File: src/rtl/write_skid_buffer_fifo.sv
// Show-ahead FIFO: a 2-entry write-side skid register stage feeding a DEPTH-entry array (capacity DEPTH+2).
// Define KANAGAWA_WRITE_SKID_FIFO_ASSERT_EN to elaborate simulation-only consistency assertions.
module write_skid_buffer_fifo #(
  parameter int DEPTH              = 32,
  parameter int WIDTH              = 32,
  parameter int ALMOSTFULL_ENTRIES = 0
) (
  input  logic             clock,
  input  logic             rst,
  input  logic             wrreq,
  input  logic [WIDTH-1:0] data,
  output logic             full,
  output logic             overflow_out,
  input  logic             rdreq,
  output logic             empty,
  output logic [WIDTH-1:0] q,
  output logic             underflow_out
);

  localparam int PW = (DEPTH > 1) ? $clog2(DEPTH) : 1;
  localparam int CW = $clog2(DEPTH + 3);
  localparam logic [PW-1:0] LAST    = PW'(DEPTH - 1);
  localparam logic [CW-1:0] DEPTH_C = CW'(DEPTH);
  localparam logic [CW-1:0] FULL_AT = CW'(DEPTH + 2 - ALMOSTFULL_ENTRIES);

  logic [WIDTH-1:0] skid0_q, skid0_d, skid1_q, skid1_d;
  logic [1:0]       skid_cnt_q, skid_cnt_d;
  logic [PW-1:0]    wr_ptr_q, wr_ptr_d, rd_ptr_q, rd_ptr_d;
  logic [CW-1:0]    arr_cnt_q, arr_cnt_d;
  logic             full_q, full_d, ovf_q, ovf_d, unf_q, unf_d;
  logic [WIDTH-1:0] mem_q [DEPTH];
  logic             accept, xfer, rd_ok;

  function automatic logic [PW-1:0] ptr_inc(input logic [PW-1:0] p);
    return (p == LAST) ? '0 : p + PW'(1);
  endfunction

  always_comb begin
    empty  = (arr_cnt_q == '0);
    accept = wrreq & ~full_q;
    // Transfer looks only at registered counts so wrreq/rdreq never reach the array side.
    xfer   = (skid_cnt_q != 2'd0) && (arr_cnt_q < DEPTH_C);
    rd_ok  = rdreq & ~empty;

    skid0_d    = skid0_q;
    skid1_d    = skid1_q;
    skid_cnt_d = skid_cnt_q;
    if (xfer) begin
      skid0_d    = skid1_q;
      skid_cnt_d = skid_cnt_q - 2'd1;
    end
    if (accept) begin
      if (skid_cnt_d == 2'd0) skid0_d = data;
      else                    skid1_d = data;
      skid_cnt_d = skid_cnt_d + 2'd1;
    end

    wr_ptr_d  = xfer  ? ptr_inc(wr_ptr_q) : wr_ptr_q;
    rd_ptr_d  = rd_ok ? ptr_inc(rd_ptr_q) : rd_ptr_q;
    arr_cnt_d = arr_cnt_q + CW'(xfer) - CW'(rd_ok);

    full_d = (skid_cnt_d == 2'd2) || ((CW'(skid_cnt_d) + arr_cnt_d) >= FULL_AT);
    ovf_d  = wrreq & full_q;
    unf_d  = rdreq & empty;
  end

  always_ff @(posedge clock) begin
    if (rst) begin
      skid_cnt_q <= '0;
      wr_ptr_q   <= '0;
      rd_ptr_q   <= '0;
      arr_cnt_q  <= '0;
      full_q     <= 1'b0;
      ovf_q      <= 1'b0;
      unf_q      <= 1'b0;
    end else begin
      skid_cnt_q <= skid_cnt_d;
      wr_ptr_q   <= wr_ptr_d;
      rd_ptr_q   <= rd_ptr_d;
      arr_cnt_q  <= arr_cnt_d;
      full_q     <= full_d;
      ovf_q      <= ovf_d;
      unf_q      <= unf_d;
    end
  end

  always_ff @(posedge clock) begin
    skid0_q <= skid0_d;
    skid1_q <= skid1_d;
    if (xfer && !rst) mem_q[wr_ptr_q] <= skid0_q;
  end

  assign full          = full_q;
  assign overflow_out  = ovf_q;
  assign underflow_out = unf_q;
  assign q             = mem_q[rd_ptr_q];

`ifdef KANAGAWA_WRITE_SKID_FIFO_ASSERT_EN
  always_ff @(posedge clock) begin
    if (!rst) begin
      assert (!(wrreq && full_q))            else $error("write_skid_buffer_fifo: write while full");
      assert (!(rdreq && empty))             else $error("write_skid_buffer_fifo: read while empty");
      assert (skid_cnt_q <= 2'd2)            else $error("write_skid_buffer_fifo: skid count > 2");
      assert (arr_cnt_q <= DEPTH_C)          else $error("write_skid_buffer_fifo: array count > DEPTH");
      assert (empty == (arr_cnt_q == '0))    else $error("write_skid_buffer_fifo: empty disagrees with count");
      assert (!(skid_cnt_q == 2'd2 && !full_q)) else $error("write_skid_buffer_fifo: skid full but full low");
    end
  end
`endif

endmodule

File: config.mk
export PLATFORM = sky130hd
export DESIGN_NAME = write_skid_buffer_fifo
export DESIGN_NICKNAME = d
export VERILOG_FILES = /design/src/rtl/write_skid_buffer_fifo.sv
export SDC_FILE = /design/constraint.sdc
export NUM_CORES = 1
export LEC_CHECK = 0
export CAP_MARGIN = 20
export CELL_PAD_IN_SITES_DETAIL_PLACEMENT = 1
export CELL_PAD_IN_SITES_GLOBAL_PLACEMENT = 1
export CORE_MARGIN = 2
export CORE_UTILIZATION = 60
export CTS_CLUSTER_DIAMETER = 150
export DETAILED_ROUTE_END_ITERATION = 10
export GPL_TIMING_DRIVEN = 0
export HOLD_SLACK_MARGIN = 0.15
export PLACE_DENSITY = 0.91
export SYNTH_ARGS = -nofsm -noshare
export SYNTH_HDL_FRONTEND = slang
export SYNTH_SLANG_ARGS = --single-unit
File: constraint.sdc
create_clock -name clock -period 8 [get_ports clock]
set_clock_uncertainty 0.2 [all_clocks]
set_input_delay 0.8 -clock clock [delete_from_list [all_inputs] [get_ports clock]]
set_output_delay 0.8 -clock clock [all_outputs]
set_load 0.02 [all_outputs]
Yosys cells after proc, flatten, opt, wreduce, memory -nomap -nowiden:

Memories as Yosys holds them, arrays and structs flattened. A register that Yosys moved wholly into a read port is not among the register bits.
Cells that the tools add are included.

* bits in registers: 85
* bits in writable memories: 1024
* output and inout bits: 36
* word-level logic and storage cells: 48
* memories kept: 1

* $add $sub $neg: 7
* magnitude comparators: 2
* eq/ne operators: 3
* muxes and demuxes: 11
* bitwise logic cells: 7
* reductions and logical operators: 8

Memories
* mem_q: depth 32, bits a word 32, read ports 1, clocked after Yosys merged registers in 1, write ports 1, line 31 `logic [WIDTH-1:0] mem_q [DEPTH];`

Operators with widths (number)
* $mux 32: 3
* $mux 5: 4
* $add 5x1->5 const B: 2
* $eq 5x5->1 const B: 2
* $add 2x6->6: 1
* $add 6x1->6: 1
* $ge 6x6->1 const B: 1
* $logic_not 6->1: 1
* $lt 6x6->1 const B: 1
* $sub 6x1->6: 1
* $and 1x1->1: 4
* $mux 2: 2
* $not 1->1: 3
* $add 2x1->2 const B: 1
* $eq 2x2->1 const B: 1
* $logic_and 1x1->1: 2
* $logic_not 2->1: 1
* $mux 1: 2
* $reduce_and 2->1: 1
* $reduce_bool 2->1: 1
* $sub 2x1->2 const B: 1
* $logic_not 1->1: 1
* $logic_or 1x1->1: 1

Depth between registers and ports, before layout:

Gate-level depths: netlist of run 1.

* depth after elaboration: 8
* gate-level depth with buffers: 15

Worst setup path before layout of run 1:

Ideal clock, no wire load.

* kind: reg-to-reg
* from: register skid_cnt_q[0]
* to: register full_q (netlist: full)
* setup time: 0.120 ns
* data arrival time: 3.500 ns
* data required time: 7.680 ns
* setup slack: 4.180 ns
* cell stages (with the launch flop): 16
* buffers on the path: 2
* path through: dfxtp_1 -> inv_1 -> ha_1 -> or2_2 -> clkbuf_1 -> clkbuf_1 -> nand3_1 -> nand2_1 -> ha_1 -> fa_1 -> fa_1 -> nor2b_1 -> nor3_1 -> o21a_1 -> mux2_2 -> a211o_1

* elaborated cells between the ends (all ways): 12
* those cells by class: add/sub (5); order compare (1); eq/ne (1); mux (2); reduce/logical (3)

RTL lines
* start: declaration: line 27 `logic [1:0] skid_cnt_q, skid_cnt_d;`
* start signal: assignment: line 77 `skid_cnt_q <= skid_cnt_d;`
* $reduce_bool 2->1: line 42 `xfer = (skid_cnt_q != 2'd0) && (arr_cnt_q < DEPTH_C);`
* $logic_and 1x1->1: line 42
* $add 6x1->6: line 60 `arr_cnt_d = arr_cnt_q + CW'(xfer) - CW'(rd_ok);`
* $sub 6x1->6: line 60
* named net arr_cnt_d[1]: line 29 `logic [CW-1:0] arr_cnt_q, arr_cnt_d;`
* $add 2x6->6: line 62 `full_d = (skid_cnt_d == 2'd2) || ((CW'(skid_cnt_d) + arr_cnt_d) >= FULL_AT);`
* $ge 6x6->1: line 62
* $logic_or 1x1->1: line 62
* end signal: assignment: line 81 `full_q <= full_d;`
* end: declaration: line 30 `logic full_q, full_d, ovf_q, ovf_d, unf_q, unf_d;`

The timed path passes the listed nets, and every way through them passes these cells.
A chain may end at the register's enable or synchronous reset.

==> impl_metrics.env, run 1 <==
export IMPL_dr_pass1_iters=5
export IMPL_grt_max_degree=34
export IMPL_wire_per_inst_um=45.7
export IMPL_leakagePower_nw=15.5
export IMPL_ys_top_cells_by_area="edfxtp_1 74%, mux4_2 17%, dfxtp_1 2.7%, mux2_2 0.87%, nor2_1 0.77%"
export IMPL_gp_congestion=0.762
export IMPL_clk_latency_ps=700
export IMPL_worstPathCellList="clkbuf_1 > clkbuf_1 > mux4_2 > mux4_2 > mux2_2 > clkdlybuf4s50_1"
export IMPL_synth_yosys_seq_area_share=0.772
export IMPL_cts_tree="built"
export IMPL_max_cap_violations=0
export IMPL_critPathMaxFanout=10
export IMPL_portBuffers=70
export IMPL_die_w_um=270
export IMPL_postCtsResizedCells=0
export IMPL_max_freq_ghz=0.173
export IMPL_htree_levels=3
export IMPL_max_stage_delay_ps=880
export IMPL_final_hold_viol_count=0
export IMPL_critPathRequiredTime_ps=7000
export IMPL_antenna_cells=0
export IMPL_hpwl_mm=76.1
export IMPL_min_period_ps=5790
export IMPL_synth_cell_type_count=44
export IMPL_slew_viol_final=0
export IMPL_dpl_cell_count=2918
export IMPL_vias=23800
export IMPL_cts_setup_buffers=0
export IMPL_die_h_um=270
export IMPL_synthFlopType="edfxtp_1"
export IMPL_synth_seq_cells=1114
export IMPL_synthCells=1873
export IMPL_r2r_slack_ps=2950
export IMPL_relSlewSlack=0.148
export IMPL_yosys_warnings=0
export IMPL_cts_hold_buffers=0
export IMPL_die_area_um2=73100
export IMPL_grt_pass1_vias=24000
export IMPL_tightest_slew_ps=1280
export IMPL_rows=97
export IMPL_numCtsBuffers=109
export IMPL_synth_area_per_cell_um2=22.7
export IMPL_cts_path_max_buffers=3
export IMPL_syn_area_um2=42600
export IMPL_rsz0062_at_grt="false"
export IMPL_first_iter_violations=4211
export IMPL_worstSetupEndpointType="output port"
export IMPL_fin_cells=3154
export IMPL_synthTopCellsByCount="1,056 x edfxtp_1, 320 x mux4_2, 87 x nor2_1"
export IMPL_syn_num_nets=1929
export IMPL_min_from="full$_SDFF_PP0_"
export IMPL_status="completed"
export IMPL_slowest_stage="clkbuf_1"
export IMPL_r2r_start="skid_cnt_q[0]$_SDFF_PP0_"
export IMPL_async_flop_share=0
export IMPL_setup_violations=0
export IMPL_yosysTopAreaCellShare=0.745
export IMPL_finalNetCount=2174
export IMPL_antenna_found_initial=1
export IMPL_crit_arrival_ps=4790
export IMPL_clkSinkCount=1114
export IMPL_drc=0
export IMPL_area_growth_synth_to_final_pct=17.2
export IMPL_yosysTopAreaCell="edfxtp_1"
export IMPL_wl_mm=144
export IMPL_start_util=0.607
export IMPL_ff2ff_path_depth=15
export IMPL_cts_root_buf="clkbuf_16"
export IMPL_hold_end="overflow_out$_SDFF_PP0_"
export IMPL_core_area_um2=70100
export IMPL_p_per_area_nw_per_um2=349
export IMPL_hold_class="register to register"
export IMPL_min_path_cells=2
export IMPL_grt_usage=0.369
export IMPL_drive_above_1_share=0.294
export IMPL_clk_pin_slew_ps=70
export IMPL_yosysMostFrequentCell="edfxtp_1"
export IMPL_rr_endpoint="full$_SDFF_PP0_"
export IMPL_period_share=0.724
export IMPL_synth_enable_flop_cells=1056
export IMPL_ios=72
export IMPL_grt_first_pass_wirelength_mm=186
export IMPL_viasPerCell=7.56
export IMPL_path_class="register to output port"
export IMPL_ant_nets=0
export IMPL_setup_tns_ps=0
export IMPL_startpoint_type="register"
export IMPL_irDropWorstVdd_v=0.000340
export IMPL_final_util=0.711
export IMPL_overflow=0
report_power, final:
part           internal [mW]  leakage [nW]  switching [mW]
clock network           3.01          1.78            2.52
logic                   1.58          3.69            2.35
registers               7.45          10.0           0.496
layer usage:
| metal | vias to the layer above | track usage | routed length [um] | part of all wire |
|---|---|---|---|---|
| li1 | 8399 | - | - | - |
| met1 | 12300 | 0.487 | 47500 | 0.33 |
| met2 | 2524 | 0.599 | 70000 | 0.49 |
| met3 | 602 | 0.0724 | 17100 | 0.12 |
| met4 | 2 | 0.184 | 9470 | 0.066 |
| met5 | - | 0 | 13 | 0.000090 |
cells by family after synthesis:
| family | synth area share |
|---|---|
| flip-flops | 0.772 |
| multiplexers | 0.178 |
| AND/OR/NAND/NOR | 0.0210 |
| buffers and inverters | 0.0118 |
| AO/OA/AOI/OAI | 0.00946 |
| adder cells (fa/ha/maj) | 0.00623 |
| XOR/XNOR | 0.000823 |
final cells by class:
cell class | count | area [um2]
multi-input combinational | 651 | 9440
buffer | 97 | 465
fill | 5243 | 20300
timing repair buffer | 134 | 2250
clock buffer | 140 | 2910
inverter | 11 | 41.3
sequential | 1114 | 32900
tap | 940 | 1180
clock inverter | 67 | 733
per-stage QoR:
stage / total power, mW / hold WS [ps] / area, um2 / setup WS, ps
2_1_floorplan: 9.85 / 288 / 42600 / 4180
3_3_place_gp: 10.8 / 260 / 44400 / 2500
3_5_place_dp: 11.3 / 263 / 45500 / 3050
4_1_cts: 16.7 / 276 / 49200 / 2120
5_1_grt: 17.7 / 317 / 49900 / 2250
6_report: 17.4 / 281 / 49900 / 2210
registers in the layout (all words and copies together) (netlist names), named ones only:
signal	cells
arr_cnt_q	6
full	1
mem_q	1024
overflow_out	1
rd_ptr_q	5
skid0_q	32
skid1_q	32
skid_cnt_q	2
underflow_out	1
wr_ptr_q	5
layout by cell type, fill, tap and decap left out, types with 4 or more instances in the layout:
master,n
a21oi_1,15
a31oi_1,36
buf_1,19
buf_12,13
buf_16,41
buf_2,13
buf_4,12
buf_6,6
buf_8,8
bufinv_16,13
clkbuf_1,72
clkbuf_16,111
clkbuf_8,4
clkdlybuf4s50_1,70
clkinv_1,16
clkinv_2,23
clkinvlp_4,4
dfxtp_1,58
edfxtp_1,1056
ha_1,18
inv_1,11
inv_6,4
mux2_2,33
mux4_2,320
nand2_1,78
nand3b_1,4
nor2_1,54
nor2_4,33
nor2b_1,8
nor3_1,7
o21ai_0,6
worst max-delay path, delay by kind of cell (launching register included):
kind / cells / cell delay [ps]
buffers and inverters: 3 / 2310
flip-flops: 1 / 440
multiplexers: 3 / 1310
how the worst max path moves through the flow:
stage,from,to,slack [ps],depth (start not counted)
after floorplan,skid_cnt_q[0]$_SDFF_PP0_,full$_SDFF_PP0_,4180,15
after global placement,skid_cnt_q[0]$_SDFF_PP0_,mem_q[28][16]$_DFFE_PP_,2500,7
after detailed placement,register,q[0],3050,6
after CTS,register,q[29],2120,6
after global routing,register,q[10],2250,6
final,register,q[10],2210,6
Power figures use the tool's default switching activity.
==> run 2: changes to the inputs <==
--- a/config.mk
+++ b/config.mk
@@ -9,12 +9,12 @@
 export CELL_PAD_IN_SITES_DETAIL_PLACEMENT = 1
 export CELL_PAD_IN_SITES_GLOBAL_PLACEMENT = 1
 export CORE_MARGIN = 2
-export CORE_UTILIZATION = 60
+export CORE_UTILIZATION = 50
 export CTS_CLUSTER_DIAMETER = 150
 export DETAILED_ROUTE_END_ITERATION = 10
 export GPL_TIMING_DRIVEN = 0
 export HOLD_SLACK_MARGIN = 0.15
-export PLACE_DENSITY = 0.91
+export PLACE_DENSITY = 0.82
 export SYNTH_ARGS = -nofsm -noshare
 export SYNTH_HDL_FRONTEND = slang
 export SYNTH_SLANG_ARGS = --single-unit
==> constraint.sdc (replaced) <==
create_clock -name clock -period 5.3 [get_ports clock]
set_clock_uncertainty 0.2 [all_clocks]
set_input_delay 0.53 -clock clock [delete_from_list [all_inputs] [get_ports clock]]
set_output_delay 0.53 -clock clock [all_outputs]
set_load 0.02 [all_outputs]
==> run 2 against run 1 <==
Against the previous run: the flow now finishes with violations (setup timing); combinational power is 42% higher; first-iteration DRC count down 32%; flip-flop and latch count unchanged; total power grew 45%; non-clock buffer count is the same; critical path depth unchanged; routed wire length down 17%; via count is 9.5% lower; core utilization decreased by 12 points; clock power increased by 41%; worst hold slack lost 86 ps; critical path type unchanged; critical endpoint is now q[0]; largest power group unchanged.
==> impl_metrics.env, run 2 (synthesis results as in run 1) <==
export IMPL_hold_class="input port to register"
export IMPL_rsz0062_at_grt="false"
export IMPL_viasPerCell=6.43
export IMPL_worstSetupEndpointType="output port"
export IMPL_p_sw_frac=0.289
export IMPL_die_w_um=296
export IMPL_overflow=0
export IMPL_max_cap_violations=0
export IMPL_tightest_slew_ps=1180
export IMPL_hpwl_mm=71.9
export IMPL_cts_path_max_buffers=3
export IMPL_fin_cells=3355
export IMPL_internal_power_mw=18.0
export IMPL_layout_commonest_cell="edfxtp_1"
export IMPL_setup_slack_ps=-2.91
export IMPL_grt_pass1_vias=23300
export IMPL_crit_arrival_ps=4570
export IMPL_cts_root_buf="clkbuf_16"
export IMPL_core_area_um2=84700
export IMPL_finalNetCount=2172
export IMPL_grt_first_pass_wirelength_mm=166
export IMPL_regArea_um2=32900
export IMPL_p_seq_frac=0.471
export IMPL_critPathMaxFanout=10
export IMPL_drc=0
export IMPL_setup_violations=1
export IMPL_fillers=6948
export IMPL_finalPower_mw=25.3
export IMPL_cts_tree="built"
export IMPL_combPwrFrac=0.221
export IMPL_leakagePower_nw=15.4
export IMPL_r2r_slack_ps=450
export IMPL_max_freq_ghz=0.189
export IMPL_clk_latency_ps=700
export IMPL_drive_above_1_share=0.294
export IMPL_relSlewSlack=0.214
export IMPL_holdWs_ps=194
export IMPL_p_per_area_nw_per_um2=507
export IMPL_area_growth_synth_to_final_pct=17.3
export IMPL_vias=21600
export IMPL_rr_endpoint="full$_SDFF_PP0_"
export IMPL_final_hold_viol_count=0
export IMPL_top_regs="mem_q (1024), skid0_q (32), skid1_q (32)"
export IMPL_ff2ff_path_depth=14
export IMPL_min_from="data[3]"
export IMPL_p_switching_mw=7.33
export IMPL_hold_end="skid1_q[3]$_DFFE_PP_"
export IMPL_slew_viol_final=0
export IMPL_gp_congestion=0.761
export IMPL_die_area_um2=87500
export IMPL_period_share=1.00
export IMPL_htree_levels=3
export IMPL_multi_input_area_um2=9440
export IMPL_antenna_cells=0
export IMPL_clk_pin_slew_ps=70
export IMPL_ios=72
export IMPL_first_iter_violations=2874
export IMPL_numCtsBuffers=107
export IMPL_grt_usage=0.271
export IMPL_status="finished, violations left"
export IMPL_start_util=0.502
export IMPL_die_h_um=296
export IMPL_dr_pass1_iters=6
export IMPL_path_class="register to output port"
export IMPL_r2r_start="skid_cnt_q[0]$_SDFF_PP0_"
export IMPL_wl_mm=120
export IMPL_clkSinkCount=1114
export IMPL_min_path_cells=1
export IMPL_violations="setup timing"
export IMPL_wire_per_inst_um=35.6
export IMPL_antenna_found_initial=1
export IMPL_critPathRequiredTime_ps=4570
export IMPL_rows=107
export IMPL_ant_nets=0
export IMPL_irDropWorstVdd_v=0.000453
export IMPL_largest_reg_flops=1024
export IMPL_portBuffers=70
export IMPL_final_cell_mix="1,056 x edfxtp_1, 320 x mux4_2, 109 x clkbuf_16"
export IMPL_largest_register="mem_q"
export IMPL_startpoint_type="register"
export IMPL_min_period_ps=5300
export IMPL_dpl_cell_count=3122
export IMPL_grt_max_degree=34
export IMPL_pwr_share_clk=0.308
[run 2: cell types whose count changed in the layout (fill, tap and decap cells not counted), sizes merged]
| cell | change |
|---|---|
| clkbuf | +9 |
| clkinv | -7 |
| bufinv | -5 |
| inv | -3 |
| clkdlybuf4s15 | +1 |
| clkinvlp | +1 |
| dlygate4sd3 | +1 |
[run 2: power by group through the flow]
| stage | logic (mW) | registers [mW] | clock network [mW] |
|---|---|---|---|
| finish | 5.60 | 11.9 | 7.80 |
| global route | 5.92 | 12.0 | 8.10 |
| CTS | 4.31 | 12.6 | 7.78 |
| detailed placement | 4.21 | 12.7 | 0 |
| global placement | 3.90 | 12.5 | 0 |
| floorplan | 2.74 | 12.1 | 0 |
[run 2: worst max-delay path by stage]
stage | from | endpoint | slack (ps) | cells after the start
after floorplan | skid_cnt_q[0]$_SDFF_PP0_ | full$_SDFF_PP0_ | 1480 | 15
after global placement | skid_cnt_q[0]$_SDFF_PP0_ | mem_q[21][16]$_DFFE_PP_ | -370 | 7
after detailed placement | skid_cnt_q[0]$_SDFF_PP0_ | full$_SDFF_PP0_ | 350 | 14
after CTS | register | q[0] | 3 | 6
after global routing | register | q[0] | 6 | 6
final | register | q[0] | -3 | 6
[run 2: stage by stage]
| step | setup TNS [ps] | area [um2] | utilization | setup slack (ps) |
|---|---|---|---|---|
| final | -2.91 | 50000 | 0.589 | -2.91 |
| after global routing | 0 | 50000 | 0.589 | 6.00 |
| after CTS | 0 | 49300 | 0.581 | 2.78 |
| after detailed placement | 0 | 45700 | 0.539 | 349 |
| after global placement | -166840 | 44700 | 0.527 | -369 |
| after floorplan | 0 | 42600 | - | 1480 |
[run 2: cell type report]
cell class	count	share of cell area
Clock inverter	53	0.0109
Buffer	97	0.00957
Sequential cell	1114	0.658
Clock buffer	151	0.0602
Inverter	11	0.000827
Timing Repair Buffer	134	0.0428
Tap cell	1144	0.0287
Multi-Input combinational cell	651	0.189
[run 2: what timing repair did]
action | CTS | global route
gates resized for setup | 2 | 16
endpoints found under the hold margin | 4 | 0
hold buffers | 1 | 0
pin swaps | 0 | 0
setup buffers | 0 | 0
endpoints found under the setup margin | 11 | 10
[run 2: worst max-delay path, cell delays in order, from the launching register on]
cell	delay, ps
dfxtp_1	420
buf_1	750
clkbuf_1	810
mux4_2	470
mux4_2	540
mux2_2	330
clkdlybuf4s50_1	550
[run 2: metal layers]
layer | vias to the layer above | GRT usage | routed length, um
met2 | 1480 | 0.465 | 62600
met1 | 11400 | 0.345 | 41800
li1 | 8374 | - | -
met4 | 2 | 0.116 | 4630
met5 | - | 0 | 13
met3 | 287 | 0.0434 | 10500
